File: src/rtl/uart_cmd_decoder_if.sv
// Host-command bus bundle for the UART command decoder: receive strobe,
// framebuffer write port, response byte handshake and status outputs.
interface uart_cmd_decoder_if #(
  parameter int ADDR_W = 16
);
  logic [7:0]        rx_data;
  logic              rx_valid;
  logic              wr_en;
  logic [ADDR_W-1:0] wr_addr;
  logic [7:0]        wr_data;
  logic              wr_ready;
  logic [7:0]        tx_data;
  logic              tx_valid;
  logic              tx_ready;
  logic              overrun;
  logic [7:0]        err_count;

  // The decoder itself: consumes bytes, drives writes and responses.
  modport master (
    input  rx_data, rx_valid, wr_ready, tx_ready,
    output wr_en, wr_addr, wr_data, tx_data, tx_valid, overrun, err_count
  );

  // The surroundings: UART receiver/transmitter and framebuffer.
  modport slave (
    output rx_data, rx_valid, wr_ready, tx_ready,
    input  wr_en, wr_addr, wr_data, tx_data, tx_valid, overrun, err_count
  );
endinterface

File: src/rtl/uart_cmd_decoder.sv
// Host-to-video-memory command decoder. Frames UART bytes into packets
// (A5 CMD AH AL D [N] CK), verifies the XOR checksum, performs single or
// fill byte writes into the framebuffer and answers with ACK (06) or NAK (15).
module uart_cmd_decoder #(
  parameter int ADDR_W         = 16,
  parameter int TIMEOUT_CYCLES = 50000
) (
  input  logic          clk,
  input  logic          rst_n,
  uart_cmd_decoder_if.master bus
);

  localparam int         CNT_W = $clog2(TIMEOUT_CYCLES + 1);
  localparam logic [7:0] SYNC  = 8'hA5;
  localparam logic [7:0] CMD_W = 8'h57;
  localparam logic [7:0] CMD_F = 8'h46;
  localparam logic [7:0] ACK   = 8'h06;
  localparam logic [7:0] NAK   = 8'h15;

  typedef enum logic [3:0] {
    IDLE, GET_CMD, GET_AH, GET_AL, GET_D, GET_N, GET_CK, EXEC, RESP
  } state_t;

  state_t            state_q, state_d;
  logic [7:0]        cmd_q, cmd_d;
  logic [7:0]        ah_q, ah_d;
  logic [ADDR_W-1:0] addr_q, addr_d;
  logic [7:0]        data_q, data_d;
  logic [8:0]        count_q, count_d;
  logic [7:0]        xor_q, xor_d;
  logic [CNT_W-1:0]  idle_q, idle_d;
  logic [7:0]        resp_q, resp_d;
  logic [7:0]        err_q, err_d;
  logic              ovr_q, ovr_d;
  logic              err_inc;
  logic              in_get;
  logic              timeout_hit;

  // State and datapath registers; reset clears everything, which also
  // drops the write request immediately because it decodes from state.
  always_ff @(posedge clk or negedge rst_n) begin
    if (!rst_n) begin
      state_q <= IDLE;
      cmd_q   <= '0;
      ah_q    <= '0;
      addr_q  <= '0;
      data_q  <= '0;
      count_q <= '0;
      xor_q   <= '0;
      idle_q  <= '0;
      resp_q  <= '0;
      err_q   <= '0;
      ovr_q   <= 1'b0;
    end else begin
      state_q <= state_d;
      cmd_q   <= cmd_d;
      ah_q    <= ah_d;
      addr_q  <= addr_d;
      data_q  <= data_d;
      count_q <= count_d;
      xor_q   <= xor_d;
      idle_q  <= idle_d;
      resp_q  <= resp_d;
      err_q   <= err_d;
      ovr_q   <= ovr_d;
    end
  end

  // Next-state logic: packet framing, checksum, write sequencing, the
  // inter-byte timeout (a byte arriving on the expiry cycle wins) and
  // the sticky overrun / saturating error bookkeeping.
  always_comb begin
    state_d = state_q;
    cmd_d   = cmd_q;
    ah_d    = ah_q;
    addr_d  = addr_q;
    data_d  = data_q;
    count_d = count_q;
    xor_d   = xor_q;
    idle_d  = '0;
    resp_d  = resp_q;
    ovr_d   = ovr_q;
    err_inc = 1'b0;

    in_get = state_q inside {GET_CMD, GET_AH, GET_AL, GET_D, GET_N, GET_CK};
    timeout_hit = in_get && !bus.rx_valid &&
                  (idle_q == CNT_W'(TIMEOUT_CYCLES - 1));

    if (in_get && !bus.rx_valid) begin
      idle_d = idle_q + 1'b1;
    end

    case (state_q)
      IDLE: begin
        if (bus.rx_valid && bus.rx_data == SYNC) begin
          xor_d   = '0;
          state_d = GET_CMD;
        end
      end
      GET_CMD: begin
        if (bus.rx_valid) begin
          cmd_d   = bus.rx_data;
          xor_d   = xor_q ^ bus.rx_data;
          state_d = GET_AH;
        end
      end
      GET_AH: begin
        if (bus.rx_valid) begin
          ah_d    = bus.rx_data;
          xor_d   = xor_q ^ bus.rx_data;
          state_d = GET_AL;
        end
      end
      GET_AL: begin
        if (bus.rx_valid) begin
          addr_d  = ADDR_W'({ah_q, bus.rx_data});
          xor_d   = xor_q ^ bus.rx_data;
          state_d = GET_D;
        end
      end
      GET_D: begin
        if (bus.rx_valid) begin
          data_d  = bus.rx_data;
          xor_d   = xor_q ^ bus.rx_data;
          count_d = 9'd1;
          state_d = (cmd_q == CMD_F) ? GET_N : GET_CK;
        end
      end
      GET_N: begin
        if (bus.rx_valid) begin
          count_d = (bus.rx_data == 8'h00) ? 9'd256 : {1'b0, bus.rx_data};
          xor_d   = xor_q ^ bus.rx_data;
          state_d = GET_CK;
        end
      end
      GET_CK: begin
        if (bus.rx_valid) begin
          if (bus.rx_data == xor_q && (cmd_q == CMD_W || cmd_q == CMD_F)) begin
            state_d = EXEC;
          end else begin
            resp_d  = NAK;
            err_inc = 1'b1;
            state_d = RESP;
          end
        end
      end
      EXEC: begin
        if (bus.rx_valid) begin
          ovr_d = 1'b1;
        end
        if (bus.wr_ready) begin
          addr_d  = addr_q + 1'b1;
          count_d = count_q - 9'd1;
          if (count_q == 9'd1) begin
            resp_d  = ACK;
            state_d = RESP;
          end
        end
      end
      RESP: begin
        if (bus.rx_valid) begin
          ovr_d = 1'b1;
        end
        if (bus.tx_ready) begin
          state_d = IDLE;
        end
      end
      default: state_d = IDLE;
    endcase

    if (timeout_hit) begin
      state_d = IDLE;
      err_inc = 1'b1;
    end

    err_d = (err_inc && err_q != 8'hFF) ? err_q + 8'd1 : err_q;
  end

  // Outputs decode straight from registered state so they fall with reset.
  always_comb begin
    bus.wr_en     = (state_q == EXEC);
    bus.wr_addr   = addr_q;
    bus.wr_data   = data_q;
    bus.tx_valid  = (state_q == RESP);
    bus.tx_data   = resp_q;
    bus.overrun   = ovr_q;
    bus.err_count = err_q;
  end

endmodule

File: src/flat_wrapper.sv
// flat-port wrapper written by rule: the top's interface ports become plain ports
module uart_cmd_decoder_flat 
#(
  parameter int ADDR_W         = 16,
  parameter int TIMEOUT_CYCLES = 50000
)
  (clk, rst_n, bus_rx_data, bus_rx_valid, bus_wr_ready, bus_tx_ready, bus_wr_en, bus_wr_addr, bus_wr_data, bus_tx_data, bus_tx_valid, bus_overrun, bus_err_count);
  uart_cmd_decoder_if #(.ADDR_W(ADDR_W)) bus_i ();
  input  logic clk;
  input  logic rst_n;
  input wire logic [$bits(bus_i.rx_data)-1:0] bus_rx_data;
  input wire logic [$bits(bus_i.rx_valid)-1:0] bus_rx_valid;
  input wire logic [$bits(bus_i.wr_ready)-1:0] bus_wr_ready;
  input wire logic [$bits(bus_i.tx_ready)-1:0] bus_tx_ready;
  output wire logic [$bits(bus_i.wr_en)-1:0] bus_wr_en;
  output wire logic [$bits(bus_i.wr_addr)-1:0] bus_wr_addr;
  output wire logic [$bits(bus_i.wr_data)-1:0] bus_wr_data;
  output wire logic [$bits(bus_i.tx_data)-1:0] bus_tx_data;
  output wire logic [$bits(bus_i.tx_valid)-1:0] bus_tx_valid;
  output wire logic [$bits(bus_i.overrun)-1:0] bus_overrun;
  output wire logic [$bits(bus_i.err_count)-1:0] bus_err_count;
  assign bus_i.rx_data = bus_rx_data;
  assign bus_i.rx_valid = bus_rx_valid;
  assign bus_i.wr_ready = bus_wr_ready;
  assign bus_i.tx_ready = bus_tx_ready;
  assign bus_wr_en = bus_i.wr_en;
  assign bus_wr_addr = bus_i.wr_addr;
  assign bus_wr_data = bus_i.wr_data;
  assign bus_tx_data = bus_i.tx_data;
  assign bus_tx_valid = bus_i.tx_valid;
  assign bus_overrun = bus_i.overrun;
  assign bus_err_count = bus_i.err_count;
  uart_cmd_decoder #(.ADDR_W(ADDR_W), .TIMEOUT_CYCLES(TIMEOUT_CYCLES)) u_core (.clk(clk), .rst_n(rst_n), .bus(bus_i));
endmodule
File: config.mk
export PLATFORM = sky130hd
export DESIGN_NAME = uart_cmd_decoder_flat
export DESIGN_NICKNAME = d
export VERILOG_FILES = /design/src/rtl/uart_cmd_decoder_if.sv /design/src/rtl/uart_cmd_decoder.sv /design/src/flat_wrapper.sv
export SDC_FILE = /design/constraint.sdc
export NUM_CORES = 1
export LEC_CHECK = 0
export BUFFER_PORTS_ARGS = -buffer_cell sky130_fd_sc_hd__buf_2
export CORE_MARGIN = 2
export CORE_UTILIZATION = 39
export CTS_BUF_LIST = sky130_fd_sc_hd__clkbuf_8 sky130_fd_sc_hd__clkbuf_16
export CTS_CLUSTER_DIAMETER = 120
export DETAILED_ROUTE_END_ITERATION = 8
export GPL_ROUTABILITY_DRIVEN = 0
export GPL_TIMING_DRIVEN = 0
export PLACE_DENSITY = 0.68
export RECOVER_POWER = 50
export SLEW_MARGIN = 0
export SYNTH_ARGS = -nofsm -noshare
export SYNTH_HDL_FRONTEND = slang
export SYNTH_SLANG_ARGS = --single-unit
File: constraint.sdc
create_clock -name clk -period 5.1 [get_ports clk]
set_input_delay 0.255 -clock clk [delete_from_list [all_inputs] [get_ports clk]]
set_output_delay 0.255 -clock clk [all_outputs]
set_load 0.03 [all_outputs]
# Word level (Yosys, flattened, before mapping)
# Index checks and enable logic that the tools add are counted.
[totals]
memories = 0
latch_bits = 0
mem_bits_rw = 0
rom_bits = 0
input_bits = 13
ff_bits = 94
output_inout_bits = 43
[classes]
n_eq_ne = 34
n_addsub = 4
magnitude_cmp = 0
n_bitwise = 1
muxes = 35
shifts = 0
mul = 0
div = 0
n_reduce_logical = 25
[ops]
columns = ["cell", "n"]
rows = [
  ["$mux 16", 3],
  ["$mux 4", 12],
  ["$mux 8", 6],
  ["$mux 9", 4],
  ["$pmux 4 s9", 1],
  ["$add 16x1->16 const B", 2],
  ["$pmux 16 s2", 1],
  ["$pmux 8 s2", 2],
  ["$pmux 9 s3", 1],
  ["$ne 3x2->1 const B", 8],
  ["$eq 16x16->1 const B", 1],
  ["$eq 4x3->1 const B", 4],
  ["$eq 8x7->1 const B", 2],
  ["$ne 2x2->1 const B", 6],
  ["$reduce_and 10->1", 1],
  ["$eq 9x1->1 const B", 1],
  ["$sub 9x1->9 const B", 1],
  ["$add 8x1->8 const B", 1],
  ["$eq 4x2->1 const B", 2],
  ["$eq 8x8->1", 1],
  ["$eq 8x8->1 const B", 1],
  ["$logic_not 8->1", 1],
  ["$ne 8x8->1 const B", 1],
  ["$reduce_and 2->1", 4],
  ["19 further kinds", 32],
]

# Logic depth before layout (Yosys ltp)
[depth]
depth_word = 8
ltp_mapped = 10

# Worst setup path after synthesis
# Ideal clock, no wire load.
[synth_path]
kind = "register -> register"
start = "register u_core.state_q[3]"
end = "register u_core.addr_q[12] (netlist: u_core.bus.wr_addr[12])"
required_time_ns = 5.020
stages_incl_launch_ff = 9
slack_ns = 3.039
arrival_ns = 1.982
period_less_slack_ns = 2.061
path_buffers = 3
cell_sequence = "dfrtp_1 > nand2b_1 > buf_6 > or2_2 > clkbuf_1 > inv_2 > clkbuf_1 > o22ai_1 > a2bb2oi_1"
[synth_via]
elab_chain_len = 3
[synth_lines]
columns = ["element", "line_no", "source"]
rows = [
  ["from (decl)", "uart_cmd_decoder.sv:24", "state_t state_q, state_d;"],
  ["from (signal assigned)", "uart_cmd_decoder.sv:55", "state_q <= state_d;"],
  ["$eq 4x3->1 *", "n/a", ""],
  ["named net bus_wr_en", "flat_wrapper.sv:15", "output wire logic [$bits(bus_i.wr_en)-1:0] bus_wr_en;"],
  ["$ne 2x2->1 (no line) or $reduce_bool 2->1 (tied branches)", "n/a", ""],
  ["$reduce_and 3->1 (no line)", "n/a", ""],
  ["to (signal assigned)", "uart_cmd_decoder.sv:58", "addr_q <= addr_d;"],
  ["to (decl)", "uart_cmd_decoder.sv:27", "logic [ADDR_W-1:0] addr_q, addr_d;"],
]
# The timed path passes the listed nets; every way through them passes the cells marked *.
# A chain may end at the register's enable or synchronous reset.

==> impl_metrics.csv <==
group,metric,value,unit
synthesis,synth_edf_count,0,
timing,grt_setup_unrepaired,"no",
detailed_routing,wire_per_inst,16.49,um
layout,area_growth,15.00,%
synthesis,seq_area_frac_synth,46.44,%
floorplan,die_y,114.9,um
synthesis,synthCells,492,
worst_setup_path,r2r-start,"u_core.state_q[2]$_DFFE_PN0P_",
layout,fill_cells,1140,
min_path,hp-start,"bus_tx_ready",
detailed_routing,initialDrtViolationCount,326,
detailed_routing,drc,0,
timing,slew_viol_final,69,
layout,final_util,45.92,%
pwr,ir_drop,450.6,uV
floorplan,die_width,114.9,um
detailed_routing,routed_wl,11590,um
global_route,grt_util_all_layers,18.55,%
layout,fin_nets,569,
outcome,status,"finished with violations",
clock_tree,cts.path.max_buffers,2,
clock_tree,cts.clk_slew.worst_paths,60,ps
clock_tree,cts_buffers,9,
timing,finalHoldViolCount,0,
place,pre_cts_ws,2745,ps
worst_setup_path,worst-setup-path-type,"input pin to asynchronous set/reset pin",
synthesis,synth_top_area_share,46.44,%
synthesis,yosysWarnings,0,
worst_setup_path,crit_path_start_kind,"input pin",
detailed_routing,vias,3952,
timing,setup_slack,2107,ps
detailed_routing,drt.antenna.violating_nets,0,
global_route,grt_max_degree,69,
timing,tightestPinTransition,1758,ps
worst_setup_path,crit_fanout,68,
worst_setup_path,worstPathArrival,3120,ps
clock_tree,cts_root_buffer,"clkbuf_16",
clock_tree,numClockSinks,89,
clock_tree,clock_latency,350,ps
place,hpwl,7883,um
timing,fin_skew,7.670,ps
detailed_routing,drt-pass1-iter-count,5,
floorplan,io_pins,56,
synthesis,synth_top_cell_by_area,"dfrtp_1",
layout,mostFrequentLayoutCell,"dfrtp_1",
layout,final_cell_mix,"89 x dfrtp_1, 53 x nor2_1, 36 x o21ai_0",
layout,multi_input_area,2305,um^2
floorplan,die-area,13200,um^2
floorplan,start_util,39.93,%
detailed_routing,avgViaCountPerCell,5.622,
global_route,antenna_found_initial,0,
clock_tree,cts_tree,"built",
floorplan,rows,40,
place,portBuffers,43,
pwr,leakage,2.408,nW
global_route,grt_pass1_wl,19380,um
worst_setup_path,critPathCaptureType,"asynchronous set/reset pin",
outcome,violations,"capacitance limit, slew limit",
timing,slew_headroom,-17.20,%
min_path,hold_class,"input pin to register",
layout,diodes,0,
synthesis,syn_area,4796,um^2
synthesis,synthTopCellsByArea,"dfrtp_1 46%, mux2_2 6.6%, xor2_1 4.4%, nor2_1 4.1%, o21ai_0 3.8%",
layout,final-instance-count-excl-fill,703,
synthesis,ys_ff_latch,89,
synthesis,synth.avg_cell_area,9.748,um^2
synthesis,synthArstFlopShare,100.0,%
timing,timing.final.crit_share,58.68,%
clock_tree,cts_max_level,3,
layout,drive_gt1_share,18.35,%
floorplan,core,12010,um^2
timing,layout_min_cycle_time,2993,ps
synthesis,yosysUniqueCellTypes,60,
layout,seq_area,2227,um^2
worst_setup_path,critPathLaunch,"rst_n",
global_route,grt_pass1_vias,3781,
timing,fin_setup_tns,0,ps
worst_setup_path,worstPathRequired,5230,ps
place,placedCellCount,686,
pwr,power_density,576.3,nW/um^2
timing,fmax,334.1,MHz
global_route,grt-ovfl-total,0,
synthesis,synth_flop_cell,"dfrtp_1",
flow_run,maxCapViolCount,1,
timing,finalSetupViolCount,0,
## state kept, by name, indices dropped and copies added, names as in the netlist
register              count
u_core.bus.wr_addr       16
u_core.xor_q              8
u_core.bus.overrun        1
u_core.state_q            4
u_core.bus.tx_data        3
u_core.bus.wr_data        8
u_core.count_q            9
u_core.bus.err_count      8
u_core.idle_q            16
u_core.cmd_q              8
u_core.ah_q               8
## layer usage
layer	global-route usage [%]	part of all wire [%]
met1	24.96	47
met2	29.84	47
met3	5.271	5.1
met4	4.418	1.0
met5	0	0
## final cells by class
type	count	share of cell area, %
multi-input cells	363	41.79
flip-flops and latches	89	40.38
plain buffers	33	4.310
clock buffers	9	4.083
repair buffers	45	3.721
well taps	147	3.335
clock inverters	7	1.701
inverters	10	0.6806
## cells by family (layout without fill, tap and decap cells)
family	Yosys count	count (layout)	share of synthesized area, %
AND/OR/NAND/NOR	183	183	19.96
AO/OA/AOI/OAI	115	115	14.79
flip-flops	89	89	46.44
buffers and inverters	43	104	5.739
XOR/XNOR	28	28	5.113
multiplexers	28	28	6.574
adder cells (fa/ha/maj)	5	5	1.304
other	1	4	0.07819
## report_power, final
group	leakage [nW]	internal (mW)	switching (mW)	total [mW]
clock	0.157	0.429	0.282	0.711
sequential	1.13	0.957	0.209	1.17
combinational	1.12	0.488	0.813	1.30
## synthesized netlist by cell type, drive strengths merged (2+ instances only)
cell type / n
mux2: 28
nand2b: 11
xor2: 24
and3: 10
o22ai: 6
or2b: 2
clkbuf: 12
nor2b: 2
inv: 10
and4: 2
nor4: 6
o21ai: 37
o22a: 3
nor4bb: 2
buf: 21
nand4: 12
nor3: 15
o21a: 4
a22o: 2
a211o: 2
a2bb2oi: 4
dfrtp: 89
a22oi: 3
nand3: 21
a21oi: 32
or4: 4
ha: 5
nor2: 55
xnor2: 4
o2bb2ai: 8
a211oi: 2
nand2: 31
or3: 3
a32oi: 2
or2: 3
a21o: 2
a31oi: 5
## worst max-delay path, cell delays in order
cell,delay [ps]
dlygate4sd3_1,530
clkbuf_1,860
clkbuf_2,1380
## final timing paths
kind	to	slack (ps)	depth (start not counted)
hold / removal	u_core.state_q[3]$_DFFE_PN0P_	140	2
max in group clk	bus_wr_en	2320	7
hold reg to reg	u_core.bus.tx_data[2]$_DFFE_PN0P_	470	1
setup reg to reg	u_core.bus.wr_addr[1]$_DFFE_PN0P_	2690	5
min in group asynchronous	u_core.idle_q[9]$_DFF_PN0_	670	2
setup / recovery	u_core.bus.wr_data[2]$_DFFE_PN0P_	2110	3
## per-stage QoR
stage,power (mW),hold WS [ps],area [um^2]
detailed placement,2.484,169.6,5236
global placement,2.430,450.7,5206
global route,3.382,133.1,5515
finish,3.179,136.8,5515
floorplan,2.115,-40.59,4807
CTS,3.212,116.3,5565
## timing repair
item / CTS / global route
setup endpoints to repair: 0 / 0
resized for setup: 0 / 0
hold endpoints to repair: 21 / 0
hold buffers: 1 / 0
setup buffers: 0 / 0
No activity file was read; power rests on OpenSTA's default activity.
